==> config.mk <==
export PLATFORM = sky130hd
export DESIGN_NAME = alu_arbiter
export DESIGN_NICKNAME = d
export VERILOG_FILES = /design/src/rtl/alu_arbiter_pkg.sv /design/src/rtl/alu_arbiter.sv
export SDC_FILE = /design/constraint.sdc
export NUM_CORES = 1
export LEC_CHECK = 0
export CAP_MARGIN = 25
export CORE_MARGIN = 1.5
export CORE_UTILIZATION = 40
export CTS_CLUSTER_DIAMETER = 50
export DETAILED_ROUTE_END_ITERATION = 10
export PLACE_DENSITY = 0.78
export SLEW_MARGIN = 20
export SYNTH_ARGS = -nofsm -noshare
export SYNTH_HDL_FRONTEND = slang
export SYNTH_SLANG_ARGS = --single-unit
export TNS_END_PERCENT = 1
==> constraint.sdc <==
create_clock -name CLK -period 4.3 [get_ports CLK]
set_input_delay 0.86 -clock CLK [delete_from_list [all_inputs] [get_ports CLK]]
set_output_delay 0.86 -clock CLK [all_outputs]
set_load 0.005 [all_outputs]
==> src/rtl/alu_arbiter_pkg.sv <==
// Opcode encoding shared by the ALU, the ALU arbiter and their requesters.
package alu_arbiter_pkg;

  typedef enum logic [3:0] {
    ALU_SLL  = 4'd0,
    ALU_SRL  = 4'd1,
    ALU_SRA  = 4'd2,
    ALU_ADD  = 4'd3,
    ALU_SUB  = 4'd4,
    ALU_AND  = 4'd5,
    ALU_OR   = 4'd6,
    ALU_XOR  = 4'd7,
    ALU_SLT  = 4'd8,
    ALU_SLTU = 4'd9
  } aluop_t;

endpackage

==> src/rtl/alu_arbiter.sv <==
// Shares one combinational ALU between two req/ack requesters (IDLE -> EXEC -> RESP).
// Optional sticky add/sub overflow trap is enabled by defining ALU_ARB_OVF_TRAP_EN.
module alu_arbiter
  import alu_arbiter_pkg::*;
#(
  parameter int DATA_W     = 32,
  parameter int FIXED_PRIO = 0
) (
  input  logic              CLK,
  input  logic              RST,
  input  logic              req0,
  input  logic              req1,
  input  aluop_t            aluop0,
  input  aluop_t            aluop1,
  input  logic [DATA_W-1:0] portA0,
  input  logic [DATA_W-1:0] portB0,
  input  logic [DATA_W-1:0] portA1,
  input  logic [DATA_W-1:0] portB1,
  output logic              ack0,
  output logic              ack1,
  output logic [DATA_W-1:0] rdata,
  output logic              rzero,
  output logic              rneg,
  output logic              rovf,
  output logic              busy,
  output aluop_t            alu_aluop,
  output logic [DATA_W-1:0] alu_portA,
  output logic [DATA_W-1:0] alu_portB,
  input  logic [DATA_W-1:0] alu_out,
  input  logic              alu_zero,
  input  logic              alu_neg,
  input  logic              alu_ovf,
  output logic              ovf_trap
);

  localparam logic [1:0] ST_IDLE = 2'd0;
  localparam logic [1:0] ST_EXEC = 2'd1;
  localparam logic [1:0] ST_RESP = 2'd2;

  logic [1:0]        state_q, state_d;
  logic              ack0_q, ack0_d, ack1_q, ack1_d;
  logic [DATA_W-1:0] rdata_q, rdata_d;
  logic              rzero_q, rzero_d, rneg_q, rneg_d, rovf_q, rovf_d;
  logic              busy_q, busy_d;
  aluop_t            aluop_q, aluop_d;
  logic [DATA_W-1:0] opa_q, opa_d, opb_q, opb_d;
  logic              winner_q, winner_d;
  logic              last_grant_q, last_grant_d;
  logic              grant1_s;

  // Winner selection: a lone requester wins; on a tie, fixed priority or round-robin.
  always_comb begin
    if (req0 && req1) begin
      if (FIXED_PRIO != 0) begin
        grant1_s = 1'b0;
      end else begin
        grant1_s = ~last_grant_q;
      end
    end else begin
      grant1_s = req1;
    end
  end

  // Next-state and next-output computation for the IDLE/EXEC/RESP sequencer.
  always_comb begin
    state_d      = state_q;
    ack0_d       = 1'b0;
    ack1_d       = 1'b0;
    rdata_d      = rdata_q;
    rzero_d      = rzero_q;
    rneg_d       = rneg_q;
    rovf_d       = rovf_q;
    busy_d       = busy_q;
    aluop_d      = aluop_q;
    opa_d        = opa_q;
    opb_d        = opb_q;
    winner_d     = winner_q;
    last_grant_d = last_grant_q;
    case (state_q)
      ST_IDLE: begin
        if (req0 || req1) begin
          state_d      = ST_EXEC;
          busy_d       = 1'b1;
          winner_d     = grant1_s;
          last_grant_d = grant1_s;
          if (grant1_s) begin
            aluop_d = aluop1;
            opa_d   = portA1;
            opb_d   = portB1;
          end else begin
            aluop_d = aluop0;
            opa_d   = portA0;
            opb_d   = portB0;
          end
        end else begin
          state_d = ST_IDLE;
          busy_d  = 1'b0;
        end
      end
      ST_EXEC: begin
        state_d = ST_RESP;
        busy_d  = 1'b1;
        rdata_d = alu_out;
        rzero_d = alu_zero;
        rneg_d  = alu_neg;
        rovf_d  = alu_ovf;
        ack0_d  = ~winner_q;
        ack1_d  = winner_q;
      end
      ST_RESP: begin
        state_d = ST_IDLE;
        busy_d  = 1'b0;
      end
      default: begin
        state_d = ST_IDLE;
        busy_d  = 1'b0;
      end
    endcase
  end

  // Sequencer, captured result and ALU operand registers.
  always_ff @(posedge CLK or posedge RST) begin
    if (RST) begin
      state_q      <= ST_IDLE;
      ack0_q       <= 1'b0;
      ack1_q       <= 1'b0;
      rdata_q      <= {DATA_W{1'b0}};
      rzero_q      <= 1'b0;
      rneg_q       <= 1'b0;
      rovf_q       <= 1'b0;
      busy_q       <= 1'b0;
      aluop_q      <= ALU_SLL;
      opa_q        <= {DATA_W{1'b0}};
      opb_q        <= {DATA_W{1'b0}};
      winner_q     <= 1'b0;
      last_grant_q <= 1'b1;
    end else begin
      state_q      <= state_d;
      ack0_q       <= ack0_d;
      ack1_q       <= ack1_d;
      rdata_q      <= rdata_d;
      rzero_q      <= rzero_d;
      rneg_q       <= rneg_d;
      rovf_q       <= rovf_d;
      busy_q       <= busy_d;
      aluop_q      <= aluop_d;
      opa_q        <= opa_d;
      opb_q        <= opb_d;
      winner_q     <= winner_d;
      last_grant_q <= last_grant_d;
    end
  end

  assign ack0      = ack0_q;
  assign ack1      = ack1_q;
  assign rdata     = rdata_q;
  assign rzero     = rzero_q;
  assign rneg      = rneg_q;
  assign rovf      = rovf_q;
  assign busy      = busy_q;
  assign alu_aluop = aluop_q;
  assign alu_portA = opa_q;
  assign alu_portB = opb_q;

`ifdef ALU_ARB_OVF_TRAP_EN
  logic ovf_trap_q, ovf_trap_d;

  // Only signed add/sub overflow is a trap; the flag is sticky until reset.
  always_comb begin
    if ((state_q == ST_EXEC) && alu_ovf && ((aluop_q == ALU_ADD) || (aluop_q == ALU_SUB))) begin
      ovf_trap_d = 1'b1;
    end else begin
      ovf_trap_d = ovf_trap_q;
    end
  end

  // Sticky trap register.
  always_ff @(posedge CLK or posedge RST) begin
    if (RST) begin
      ovf_trap_q <= 1'b0;
    end else begin
      ovf_trap_q <= ovf_trap_d;
    end
  end

  assign ovf_trap = ovf_trap_q;
`else
  assign ovf_trap = 1'b0;
`endif

endmodule

Word-level counts from Yosys, hierarchy flattened. Cells that the tools add are included. W data, S select, Z words.

Eq/ne operators: 1. Multiplexer cells: 10. Bitwise operators: 2. Reduce and logical (&&, ||, !) cells: 4.

Operators by type and width (number): $mux W32 (2); $mux W1 (5); $mux W4 (1); $pmux W2 S2 (1); $eq A2 B1 Y1 const B (1); $logic_not A2 Y1 (1); $not A1 Y1 (2); $pmux W1 S2 (1); $reduce_and A2 Y1 (1); $logic_and A1 B1 Y1 (1); $logic_or A1 B1 Y1 (1).

Register bits after elaboration: 110.

Logic depth before layout (Yosys ltp).
Depth in word-level cells: 3. Gate-level depth with buffers: 5. Gate-level depth less buffers: 4.

Worst setup path before layout. Ideal clock, no wire load.

Path type: in2reg. From: in req1. To: reg opa_q[0], in the netlist alu_portA[0]. Setup time: 0.125 ns. Arrival time: 1.890 ns. Setup slack: 2.285 ns. Stages on the path: 5. Path buffers: 2. Cell sequence: a21bo_2 -> buf_6 -> buf_6 -> mux2_4 -> mux2_4.

Word-level cells in the longest chain between the ends: 3. Elaborated cells between the ends (all ways): 5. Those cells by class: 2 x mux; 3 x reduce/logical.

RTL lines: start: declaration (line alu_arbiter.sv:12) `input logic req1,`; $logic_and A1 B1 Y1 (line alu_arbiter.sv:53) `if (req0 && req1) begin`; $mux W1 (line alu_arbiter.sv:53); $mux W32 (line alu_arbiter.sv:86) `if (grant1_s) begin`; end signal: assignment (line alu_arbiter.sv:133) `opa_q <= {DATA_W{1'b0}};`; end signal: assignment (line alu_arbiter.sv:147) `opa_q <= opa_d;`; end: declaration (line alu_arbiter.sv:46) `logic [DATA_W-1:0] opa_q, opa_d, opb_q, opb_d;`.

Several ways; a longest one is shown, not always the timed one. A chain may end at the register's enable or synchronous reset.

Worst setup path in the final report.
From: in req0. To: reg opb_q[1], in the netlist alu_portB[1].

Word-level cells in the longest chain between the ends: 3. Elaborated cells between the ends (all ways): 5. Those cells by class: 2 x mux; 3 x reduce/logical.

RTL lines: start: declaration (line alu_arbiter.sv:11) `input logic req0,`; $logic_and A1 B1 Y1 (line alu_arbiter.sv:53); $mux W1 (line alu_arbiter.sv:53); $mux W32 (line alu_arbiter.sv:86); end signal: assignment (line alu_arbiter.sv:134) `opb_q <= {DATA_W{1'b0}};`; end signal: assignment (line alu_arbiter.sv:148) `opb_q <= opb_d;`; end: declaration (line alu_arbiter.sv:46).

Several ways; a longest one is shown, not always the timed one.

==> results.toml <==
[status]
status = "finished, final reports clean"

[placed_design]
place_area_mm2 = 0.00838
place_ws_ns = 1.29
dp.cells = 826
dpl.hpwl_um = 10500
io_buffers = 280
gp_congestion = 0.744

[sta]
layout_setup_ws_ns = 1.66
fin_crit_sh_pct = 61.5
maxSlewHeadroom_pct = 61.2
maxSlewViolCount = 0
finalSetupViolations = 0
hold_viol = 0
tightest_slew_ns = 0.582
rsz0062_at_grt = "no"
fin_crit_ns = 2.64
fin_skew_ns = 0.00547
fmax_mhz = 378
tns_ns = 0

[critical_path]
endpoint = "alu_portB[1]"
start_kind = "input pin"
r2r_cells = 4
r2r_end = "alu_portB[1]"
startpoint = "req0"
worstPathArrival_ns = 2.87
cp-end-kind = "register"
required_ns = 4.53
reg2reg_slack_ns = 2.16
reg2reg_from = "last_grant_q"
critPathKind = "in -> reg"
cp_max_fo = 21

[layout]
antennaDiodeCount = 0
areaGrowthSynthToFinish_pct = 59.7
fillCellCount = 1005
layout.nets = 837
final_cells = 843
final_area_mm2 = 0.00870
layout-drive-gt1-share_pct = 24.3

[global_route]
use_met1_pct = 23.8
grt_max_degree = 111
grt.busiest_layer = "met2"
first_global_vias = 4322
use_met2_pct = 35.3
grt_util_met3_pct = 6.27
grt_overflow = 0
track_usage_pct = 20.4
grt_pass1_wl_um = 22700
antenna_found_initial = 0

[drt]
drt_first_pass_iters = 4
initialDrtViolationCount = 166
wl_um = 14500
drc = 0
via_count = 3987
avgRoutedWirePerCell_um = 17.2
viasPerCell = 4.73
drtAntennaViolNets = 0

[clock_network]
cts_buffers = 9
clock_sinks = 110
clkLatencyLatePin_ns = 0.34
post_cts_buffers = 0
htreeDepth = 3
clkTransAtPathRegs_ns = 0.07
cts_tree = "yes"
cts-resized-gates = 0
cts_max_path_buffers = 2
clk_root_buffer_cell = "clkbuf_16"
ctsHoldBuffers = 0

[pwr]
ir_drop_uv = 422
power-per-cell-area_mw_per_mm2 = 635
power_mw = 5.53
cellLeakagePower_nw = 4.05

[logic_synthesis]
yosys_warnings = 0
netlist_instances = 388
synth_cell_types = 20
synth-seq-cells = 110
syn_area_mm2 = 0.00545
syn_nets = 563
seq_area_frac_synth_pct = 50.5
syn_area_per_cell_um2 = 14.1

[floorplan]
die_w_um = 120
die_y_um = 120
coreArea_mm2 = 0.0133
io_pins = 282
die-area_mm2 = 0.0143
start_util_pct = 41.0
rows = 42

[worst_hold_path]
hold_path.class = "reg -> reg"

[job]
maxCapViolCount = 0
-- layout by cell type, fill, tap and decap left out, drive strengths merged --
cell type | netlist | layout
nor2 | 3 | 3
clkbuf | 4 | 11
dfstp | 1 | 1
nand2b | 2 | 2
bufinv | 0 | 1
a21bo | 1 | 1
inv | 3 | 3
clkdlybuf4s50 | 0 | 280
mux2 | 136 | 136
dfrtp | 109 | 109
nand2 | 105 | 105
conb | 1 | 1
nor3 | 1 | 1
clkinv | 1 | 5
buf | 19 | 6
mux2i | 2 | 2
-- report_power, final --
| part | internal, mW | leakage, nW | switching, mW |
|---|---|---|---|
| clock | 0.484 | 0.155 | 0.376 |
| sequential | 1.57 | 1.31 | 0.302 |
| combinational | 1.86 | 2.59 | 0.938 |
-- through the flow --
step	hold slack, ns	utilization, %
global route	0.450	65.5
global placement	0.410	63.0
CTS	0.431	65.3
finish	0.426	65.5
detailed placement	0.420	63.0
floorplan	0.403	-
-- worst min-delay path by stage --
stage | startpoint | to | cells after the start
finish | winner_q | ack0 | 1
global route | winner_q | ack0 | 1
CTS | winner_q | ack0 | 1
detailed placement | winner_q | ack0 | 1
global placement | winner_q | ack0 | 1
floorplan | winner_q | ack0 | 1
-- logic make-up (layout without fill, tap and decap cells) --
logic type             count (synthesis)  after routing  synth area share, %
other                                  1              1               0.0688
and+or+nand+nor                      111            111                 7.85
AOI/OAI and AO/OA                      1              1                0.184
buffers and inverters                 27            306                 3.69
DFF                                  110            110                 50.5
muxes                                138            138                 37.7
-- layer usage --
layer  routed length, um  vias to the layer above
li1                    -                     1836
met1                5770                     1957
met2                7270                      165
met3                1110                       29
met4                 383                        0
met5                   0                        -
-- worst max-delay path, cell delays in order --
cell	delay (ns)
clkdlybuf4s50_1	0.51
a21bo_4	0.45
buf_4	0.43
mux2_4	0.34
mux2_4	0.26
-- state kept, by name (all words and copies together) (netlist names), 2 cells and up --
name,flops
alu_portA,32
state_q,2
alu_aluop,4
alu_portB,32
rdata,32
-- cell type report --
cell class                 count  area [um2]  area share (%)
clock inverter                 5        57.6           0.661
multi-input combinational    251        2510            28.8
timing repair buffer         286        2890            33.2
clock buffer                  11         253            2.90
inverter                       4        17.5           0.201
tap                          176         220            2.53
sequential                   110        2750            31.6
-- cells in the mapped netlist --
cell type  instances  area share [%]
mux2_4           134              37
dfrtp_1          109              50
nand2_1          105             7.2
buf_2              7            0.64
buf_8              5             1.4
clkbuf_1           4            0.28
buf_1              3            0.21
inv_1              3            0.21
nor2_1             3            0.21
buf_6              2            0.41
mux2_2             2            0.41
mux2i_1            2            0.37
nand2b_1           2            0.23
a21bo_2            1            0.18
buf_12             1            0.37
buf_4              1            0.14
clkinv_1           1           0.069
conb_1             1           0.069
dfstp_2            1            0.48
nor3_2             1            0.18
Power figures use the tool's default switching activity.
